==> config.mk <==
export PLATFORM = sky130hd
export DESIGN_NAME = bcd_to_binary_seq
export DESIGN_NICKNAME = d
export VERILOG_FILES = /design/src/rtl/bcd_to_binary_seq.sv
export SDC_FILE = /design/constraint.sdc
export NUM_CORES = 1
export LEC_CHECK = 0
export CAP_MARGIN = 0
export CORE_MARGIN = 2
export CORE_UTILIZATION = 60
export CTS_CLUSTER_DIAMETER = 200
export DETAILED_ROUTE_END_ITERATION = 8
export PLACE_DENSITY_LB_ADDON = 0.1
export SYNTH_ARGS = -nofsm -noshare
export SYNTH_HDL_FRONTEND = slang
export SYNTH_SLANG_ARGS = --single-unit
==> constraint.sdc <==
create_clock -name clk -period 5.95 [get_ports clk]
set_input_delay 0.8925 -clock clk [delete_from_list [all_inputs] [get_ports clk]]
set_output_delay 0.8925 -clock clk [all_outputs]
set_load 0.03 [all_outputs]
==> src/rtl/bcd_to_binary_seq.sv <==
// Multi-cycle packed-BCD to unsigned binary converter, one digit per clock, valid/ready on both sides.
// Optional macro BCD_CHECK_EN adds detection of nibbles greater than 9 (reported on err).
module bcd_to_binary_seq #(
    parameter int DIGITS = 6,
    parameter int BIN_W  = 20
) (
    input  logic                  clk,
    input  logic                  rst,
    input  logic [4*DIGITS-1:0]   bcd_in,
    input  logic                  in_valid,
    output logic                  in_ready,
    output logic [BIN_W-1:0]      bin_out,
    output logic                  out_valid,
    input  logic                  out_ready,
    output logic                  err
);
    localparam int IN_W  = 4 * DIGITS;
    localparam int CNT_W = $clog2(DIGITS + 1);

    typedef enum logic [1:0] {
        IDLE = 2'd0,
        CONV = 2'd1,
        DONE = 2'd2
    } state_t;

    state_t            state_reg;
    logic [IN_W-1:0]   shift_reg;
    logic [BIN_W-1:0]  acc_reg;
    logic [BIN_W-1:0]  bin_reg;
    logic [CNT_W-1:0]  cnt_reg;
    logic              out_valid_reg;

    logic [3:0]        nibble;
    logic [BIN_W-1:0]  acc_next;
    logic              last_digit;

    // Most significant digit enters first; acc*10 built from two shifts.
    assign nibble     = shift_reg[IN_W-1 -: 4];
    assign acc_next   = (acc_reg << 3) + (acc_reg << 1) + {{(BIN_W-4){1'b0}}, nibble};
    assign last_digit = (cnt_reg == CNT_W'(DIGITS - 1));

    always_ff @(posedge clk) begin
        if (rst) begin
            state_reg     <= IDLE;
            shift_reg     <= '0;
            acc_reg       <= '0;
            bin_reg       <= '0;
            cnt_reg       <= '0;
            out_valid_reg <= 1'b0;
        end else begin
            case (state_reg)
                IDLE: begin
                    if (in_valid) begin
                        shift_reg <= bcd_in;
                        acc_reg   <= '0;
                        cnt_reg   <= '0;
                        state_reg <= CONV;
                    end
                end
                CONV: begin
                    acc_reg   <= acc_next;
                    shift_reg <= {shift_reg[IN_W-5:0], 4'b0000};
                    cnt_reg   <= cnt_reg + CNT_W'(1);
                    if (last_digit) begin
                        bin_reg       <= acc_next;
                        out_valid_reg <= 1'b1;
                        state_reg     <= DONE;
                    end
                end
                DONE: begin
                    if (out_ready) begin
                        out_valid_reg <= 1'b0;
                        state_reg     <= IDLE;
                    end
                end
                default: begin
                    out_valid_reg <= 1'b0;
                    state_reg     <= IDLE;
                end
            endcase
        end
    end

    assign in_ready  = (state_reg == IDLE);
    assign bin_out   = bin_reg;
    assign out_valid = out_valid_reg;

`ifdef BCD_CHECK_EN
    logic err_flag_reg;
    logic err_reg;
    logic nibble_bad;

    assign nibble_bad = (nibble > 4'd9);

    // Flag accumulates over the digits; err is captured on entry to DONE and held.
    always_ff @(posedge clk) begin
        if (rst) begin
            err_flag_reg <= 1'b0;
            err_reg      <= 1'b0;
        end else begin
            if (state_reg == IDLE && in_valid) begin
                err_flag_reg <= 1'b0;
            end else if (state_reg == CONV) begin
                err_flag_reg <= err_flag_reg | nibble_bad;
                if (last_digit) begin
                    err_reg <= err_flag_reg | nibble_bad;
                end
            end
        end
    end

    assign err = err_reg;
`else
    assign err = 1'b0;
`endif

endmodule
Word-level counts from Yosys, hierarchy flattened. Index checks and enable logic that the tools add are counted.

$add $sub $neg: 3. $mul: 0. Divide/modulo/power cells: 0. $lt $le $gt $ge: 0. Equal/unequal tests: 6. Shifts and indexed selects: 0. Muxes and demuxes: 13. Bitwise logic cells: 1. Reduce and logical (&&, ||, !) cells: 6.

Operators by type and width (count): $pmux W24 S2 (1); $pmux W19 S2 (1); $mux W24 (1); $add A20 B20 Y20 (1); $add A20 B4 Y20 (1); $mux W19 (1); $mux W2 (3); $ne A2 B2 Y1 const B (3); $pmux W2 S3 (1); $pmux W3 S2 (1); $reduce_and A3 Y1 (2); $reduce_and A2 Y1 (2); $add A3 B1 Y3 const B (1); $eq A3 B3 Y1 const B (1); $mux W3 (1); $pmux W1 S3 (1); $eq A2 B1 Y1 const B (1); $eq A2 B2 Y1 const B (1); $logic_not A2 Y1 (1); $mux W1 (2); $reduce_bool A2 Y1 (1); $not A1 Y1 (1).

Flip-flop bits (word level): 69. Bits in latches: 0. Memory bits (writable): 0. Memory bits (read-only): 0. Input bits: 28. Output and inout bits: 23. Word-level logic and storage cells: 35. Memories: 0.

Logic depth before layout (Yosys ltp). Gate-level depths: netlist (run 1).

Depth in word-level cells: 3. Depth in mapped cells: 11. Mapped depth without buffers: 11.

Least setup slack after synthesis (run 1). Ideal clock, no wire load.

Path type: register to register. Start point: register acc_reg[0]. End point: register bin_reg[16] (netlist: bin_out[16]). Library setup time: 0.062 ns. Arrival time: 2.639 ns. Required time: 5.888 ns. Slack: 3.249 ns. Cell stages (with the launch flop): 11. Buffers on the path: 0. Clock period less this slack: 2.701 ns. Cell sequence: dfxtp_1 > inv_1 > fa_1 > fa_1 > nand2b_1 > a21oi_2 > a211oi_2 > o31ai_2 > a31oi_2 > or4_1 > nand3_1.

Cells in the longest elaborated chain, start to end: 2.

Ends and longest elaborated chain: from (decl) (line 28) `logic [BIN_W-1:0] acc_reg;`; from (signal assigned) (line 61) `acc_reg <= acc_next;`; $add A20 B20 Y20 (line 39) `assign acc_next = (acc_reg << 3) + (acc_reg << 1) + {{(BIN_W-4){1'b0}}, nibble};`; $add A20 B4 Y20 (line 39); to (signal assigned) (line 65) `bin_reg <= acc_next;`; to (decl) (line 29) `logic [BIN_W-1:0] bin_reg;`.

No other way between the ends. A chain may end at the register's enable or synchronous reset.

Final worst setup path (run 1).
Start point: register state_reg[1]. End point: output in_ready.

Cells in the longest elaborated chain, start to end: 1.

Ends and longest elaborated chain: from (decl) (line 26) `state_t state_reg;`; from (signal assigned) (line 44) `state_reg <= IDLE;`; from (signal assigned) (line 57) `state_reg <= CONV;`; from (signal assigned) (line 67) `state_reg <= DONE;`; $logic_not A2 Y1 (line 84) `assign in_ready = (state_reg == IDLE);`; to (decl) (line 11) `output logic in_ready,`.

No other way between the ends.

==> impl_metrics.toml, run 1 <==
[global_route]
grt_pass1_vias = 3247
grt.total_usage = 0.257
grt_max_degree = 72
grt_antenna_before_repair = 0
gr-total-overflow = 0
grt_pass1_wl_um = 15100

[route]
drcViolationCount = 0
initialDrtViolationCount = 237
drt-total-wl_um = 8950
post_drt_wl_per_cell_um = 15.1
num_vias = 3368
firstDrtPassIters = 5
vias_per_cell = 5.70
ant_nets = 0

[floorplan]
io_pins = 51
start_util = 0.616
die_h_um = 84.5
die_w_um = 84.5
rows = 29
dieArea_um2 = 7140
coreArea_um2 = 6310

[final_layout]
syn_to_final_growth_pct = 16.7
final_common_cell = "nor2_1"
layout.nets = 576
final_cell_mix = "nor2_1 (91), dfxtp_1 (69), a21oi_1 (48), clkdlybuf4s50_1 (48)"
regArea_um2 = 1380
largest_reg_flops = 24
fin_util = 0.719
multiInputGateArea_um2 = 2330
drive_above_1_share = 0.0661
num_antenna_cells = 0
num-fill-cells = 509

[synthesis]
yosysTopAreaCellShare = 0.355
yosys.cell_types.count = 53
synth_top_area_cell = "dfxtp_1"
synth_edf_count = 0
ys_top_cells_by_area = "dfxtp_1 (36%), ha_1 (12%), nor2_1 (8.8%)"
yosys_warnings = 0
ys_seq_elements = 69
synthFlopType = "dfxtp_1"
syn_area_um2 = 3890
syn_nets = 545
ys_seq_area_frac = 0.355
synth_cells = 479
avgSynthCellArea_um2 = 8.11
synth-async-reset-ratio = 0

[worst_setup_path]
ff2ff_setup_slack_ps = 3010
reg2reg_from = "acc_reg[0]"
cp-start-kind = "flop"
critPathKind = "reg2out"
crit_arrival_ps = 2050
crit_path_end_kind = "primary output"
crit_required_ps = 5060
critPathMaxFanout = 28
rr_worst_depth = 11
r2r-end = "bin_out[13]"

[sta]
slew-limit-headroom = 0.364
drv_slew = 0
rsz0062_at_grt = "no"
final.setup.tns_ps = 0
setup_viol = 0
fin_crit_sh = 0.495
hold_viol = 0
tightestPinTransition_ps = 954
period_needed_ps = 2940
fin_worst_skew_ps = 10.1
fmax_mhz = 340

[pwr]
ir_drop_mv = 0.172
p_leak_nw = 1.97
pwr-share-comb = 0.123
power.internal_uw = 720
p_switching_uw = 247
p_seq_frac = 0.506
cellPowerDensity_nw_per_um2 = 213
p_sw_frac = 0.255
pwr-share-clk = 0.371

[cts]
cts_setup_buffers = 0
cts_resized = 0
clock_latency_ps = 340
cts_max_path_buffers = 2
cts_made_buffers = 9
clkSinkCount = 69
clkTransAtPathRegs_ps = 70
cts-hold-fix-buffers = 0
cts_root_buf = "clkbuf_8"
cts_tree = "built"
htree_levels = 3

[place]
routabilityCongestion = 0.934
dpl.hpwl_um = 6190
io_buffers = 49

[job]
drv_cap = 0

[status]
status = "complete, no violations"

[worst_hold_path]
hold_start = "bin_out[7]"
hp-class = "reg2reg"
hold_end = "bin_out[7]"
worstHoldPathCells = 2
cell type report:
cell class | count | share of cell area
inverters | 10 | 0.00827
clock inverters | 5 | 0.0116
multi-input cells | 367 | 0.513
repair buffers | 53 | 0.114
well taps | 77 | 0.0212
flip-flops and latches | 69 | 0.304
clock buffers | 10 | 0.0281
cells by family (layout without fill, tap and decap cells):
logic type | count (synthesis) | after routing | share of synthesized area
flops | 69 | 69 | 0.355
compound gates | 109 | 109 | 0.191
mux | 1 | 1 | 0.00290
fa+ha+maj | 38 | 38 | 0.126
simple gates | 201 | 201 | 0.239
other cells | 1 | 1 | 0.000965
buf+inv | 43 | 78 | 0.0460
xor+xnor | 17 | 17 | 0.0383
metal layers:
layer / global-route usage / wire, µm / vias up
met5: 0 / 0 / -
met4: 0.111 / 147 / 0
met3: 0.0413 / 265 / 14
met2: 0.403 / 4120 / 59
met1: 0.353 / 4420 / 1571
li1: - / - / 1724
Yosys cell counts (all sizes together), types with 3 or more instances:
library cell,instances
nor2b,22
buf,9
inv,10
xor2,6
nand3,6
ha,36
o21ai,7
a22oi,15
a21o,4
nand4b,3
a21oi,52
nand2b,4
a22o,8
nand3b,3
a31oi,5
nand2,36
clkbuf,24
dfxtp,69
nand4,4
nor3,22
a211oi,6
xnor2,11
nor2,91
or4,3
how the worst max path moves through the flow:
stage / start / end / slack, ps / depth (start not counted)
after global placement: in_valid / acc_reg[6] / 3090 / 5
final: state_reg[1] / in_ready / 3010 / 2
after global routing: acc_reg[2] / bin_out[13] / 2810 / 11
after CTS: state_reg[1] / in_ready / 3020 / 2
after detailed placement: in_valid / shift_reg[1] / 3050 / 5
after floorplan: acc_reg[0] / bin_out[16] / 3250 / 10
worst max-delay path, cell delays in order (launching register included):
cell and delay (ps):
dfxtp_1 940, nor2_1 130, clkdlybuf4s50_1 630
power groups by stage:
stage	combinational, mW	sequential (mW)	clock [mW]
2_1_floorplan	0.0825	0.496	0
3_3_place_gp	0.115	0.499	0
3_5_place_dp	0.118	0.499	0
4_1_cts	0.119	0.489	0.365
5_1_grt	0.132	0.491	0.386
6_report	0.119	0.489	0.359
per-stage QoR:
stage / std cells / hold slack [ps] / power (mW) / cell area [µm²] / setup slack [ps]
final: 591 / 453 / 0.967 / 4540 / 3010
after global routing: 591 / 482 / 1.01 / 4540 / 2810
after CTS: 591 / 459 / 0.973 / 4540 / 3020
after detailed placement: 576 / 448 / 0.617 / 4360 / 3050
after global placement: 576 / 440 / 0.614 / 4360 / 3090
after floorplan: 479 / 437 / 0.579 / 3890 / 3250
Note: power is estimated with default switching activity, not from simulation.
==> inputs of run 2 (changes only) <==
--- a/config.mk
+++ b/config.mk
@@ -7,7 +7,7 @@
 export LEC_CHECK = 0
 export CAP_MARGIN = 0
 export CORE_MARGIN = 2
-export CORE_UTILIZATION = 60
+export CORE_UTILIZATION = 50
 export CTS_CLUSTER_DIAMETER = 200
 export DETAILED_ROUTE_END_ITERATION = 8
 export PLACE_DENSITY_LB_ADDON = 0.1
==> constraint.sdc (replaced) <==
create_clock -name clk -period 2.6 [get_ports clk]
set_input_delay 0.39 -clock clk [delete_from_list [all_inputs] [get_ports clk]]
set_output_delay 0.39 -clock clk [all_outputs]
set_load 0.03 [all_outputs]
==> run 2 against run 1 <==
Compared with the run above:
- the run now ends with negative setup slack left
- count of clock-buffer cells in the layout increased by 1
- power increased to 2.6 times the previous value
- wire length increased by 0.65%
- largest cell class unchanged
==> impl_metrics.toml, run 2 (synthesis results as in run 1) <==
[route]
post_drt_wl_per_cell_um = 14.1
ant_nets = 0
vias_per_cell = 5.44
drcViolationCount = 0
initialDrtViolationCount = 164
firstDrtPassIters = 4
drt-total-wl_um = 9000
num_vias = 3481

[final_layout]
fin_util = 0.644
syn_to_final_growth_pct = 26.7
final_cells = 640
largest_reg_flops = 24
layout.nets = 599
num_antenna_cells = 0
final_cell_mix = "nor2_1 (90), dfxtp_1 (66), clkdlybuf4s50_1 (48)"
final_common_cell = "nor2_1"
num-fill-cells = 673
drive_above_1_share = 0.143

[sta]
fmax_mhz = 374
drv_slew = 0
setup_viol = 8
tightestPinTransition_ps = 718
fin_worst_skew_ps = 9.66
final.setup.tns_ps = -236
rsz0062_at_grt = "yes"
worst_slack_ps = -72.7
fin_crit_sh = 1.03
hold_viol = 0
slew-limit-headroom = 0.519
period_needed_ps = 2670

[cts]
cts_max_path_buffers = 2
cts_made_buffers = 9
cts-hold-fix-buffers = 0
cts_tree = "built"
cts_root_buf = "clkbuf_8"
clkTransAtPathRegs_ps = 80
htree_levels = 3
clkSinkCount = 69
clock_latency_ps = 340

[worst_setup_path]
crit_arrival_ps = 2960
crit_path_end_kind = "flop"
reg2reg_from = "shift_reg[23]"
critPathMaxFanout = 3
ff2ff_setup_slack_ps = -70
rr_worst_depth = 11
crit_required_ps = 2890
cp-start-kind = "flop"
r2r-end = "bin_out[12]"
critPathKind = "reg2reg"

[status]
status = "complete, but fails checks"
violations = "negative setup slack"

[floorplan]
rows = 32
die_h_um = 92.2
coreArea_um2 = 7650
start_util = 0.508
dieArea_um2 = 8490
die_w_um = 92.2
io_pins = 51

[worst_hold_path]
hold_start = "bin_out[10]"
worstHoldPathCells = 2
hold_end = "bin_out[10]"
hp-class = "reg2reg"

[pwr]
p_leak_nw = 2.15
ir_drop_mv = 0.286
cellPowerDensity_nw_per_um2 = 508
power_mw = 2.50

[place]
place_inst = 618
dpl.hpwl_um = 6270
io_buffers = 49
routabilityCongestion = 0.842

[global_route]
grt.total_usage = 0.218
gr-total-overflow = 0
grt_pass1_vias = 3372
grt_pass1_wl_um = 15100
grt_antenna_before_repair = 0
grt_max_degree = 46

[job]
drv_cap = 0
[run 2: critical path, cell delays in order (launching register included)]
cell	delay, ps
dfxtp_2	320
inv_2	40
fa_1	480
buf_4	150
fa_2	330
nand2b_4	160
a21oi_4	170
a211oi_4	80
o21ai_2	190
a31oi_2	140
or4_1	470
nand3_1	90
[run 2: worst max-delay path by stage]
stage | from | endpoint | slack [ps]
after floorplan | acc_reg[2] | bin_out[17] | 30
after global routing | acc_reg[2] | bin_out[12] | -200
final | shift_reg[23] | bin_out[12] | -70
after CTS | shift_reg[22] | bin_out[16] | -60
after detailed placement | shift_reg[23] | bin_out[17] | -110
after global placement | shift_reg[23] | bin_out[17] | -60
[run 2: per-stage QoR]
stage,hold WS (ps),area [µm²],setup slack (ps)
global placement,443,4520,-57.9
finish,452,4920,-72.7
global route,466,4920,-203
CTS,457,4780,-55.1
floorplan,437,3890,31.5
detailed placement,446,4520,-114
[run 2: layout make-up]
| type | count | area (µm²) | area share |
|---|---|---|---|
| Inverter | 10 | 37.5 | 0.00762 |
| Timing Repair Buffer | 76 | 688 | 0.140 |
| Tap cell | 102 | 128 | 0.0259 |
| Multi-Input combinational cell | 367 | 2440 | 0.495 |
| Clock buffer | 11 | 141 | 0.0287 |
| Clock inverter | 5 | 106 | 0.0216 |
| Sequential cell | 69 | 1390 | 0.281 |
[run 2: timing repair]
| action | in CTS | in global routing |
|---|---|---|
| gates resized for setup | 5 | 19 |
| hold endpoints to repair | 0 | 0 |
| pin swaps | 5 | 10 |
| setup endpoints to repair | 7 | 15 |
| setup buffers | 0 | 6 |
[run 2: power by group]
group / total (mW) / switching, mW / internal (mW)
Clock: 1.09 / 0.421 / 0.667
Combinational: 0.291 / 0.157 / 0.134
Sequential: 1.12 / 0.0242 / 1.10
[run 2: metal layers]
metal  wire (µm)  vias to the layer above  GRT usage
met5           0                        -          0
met4         165                        0     0.0634
met3         222                       13     0.0444
met2        4340                       57      0.374
met1        4270                     1649      0.276
li1            -                     1762          -
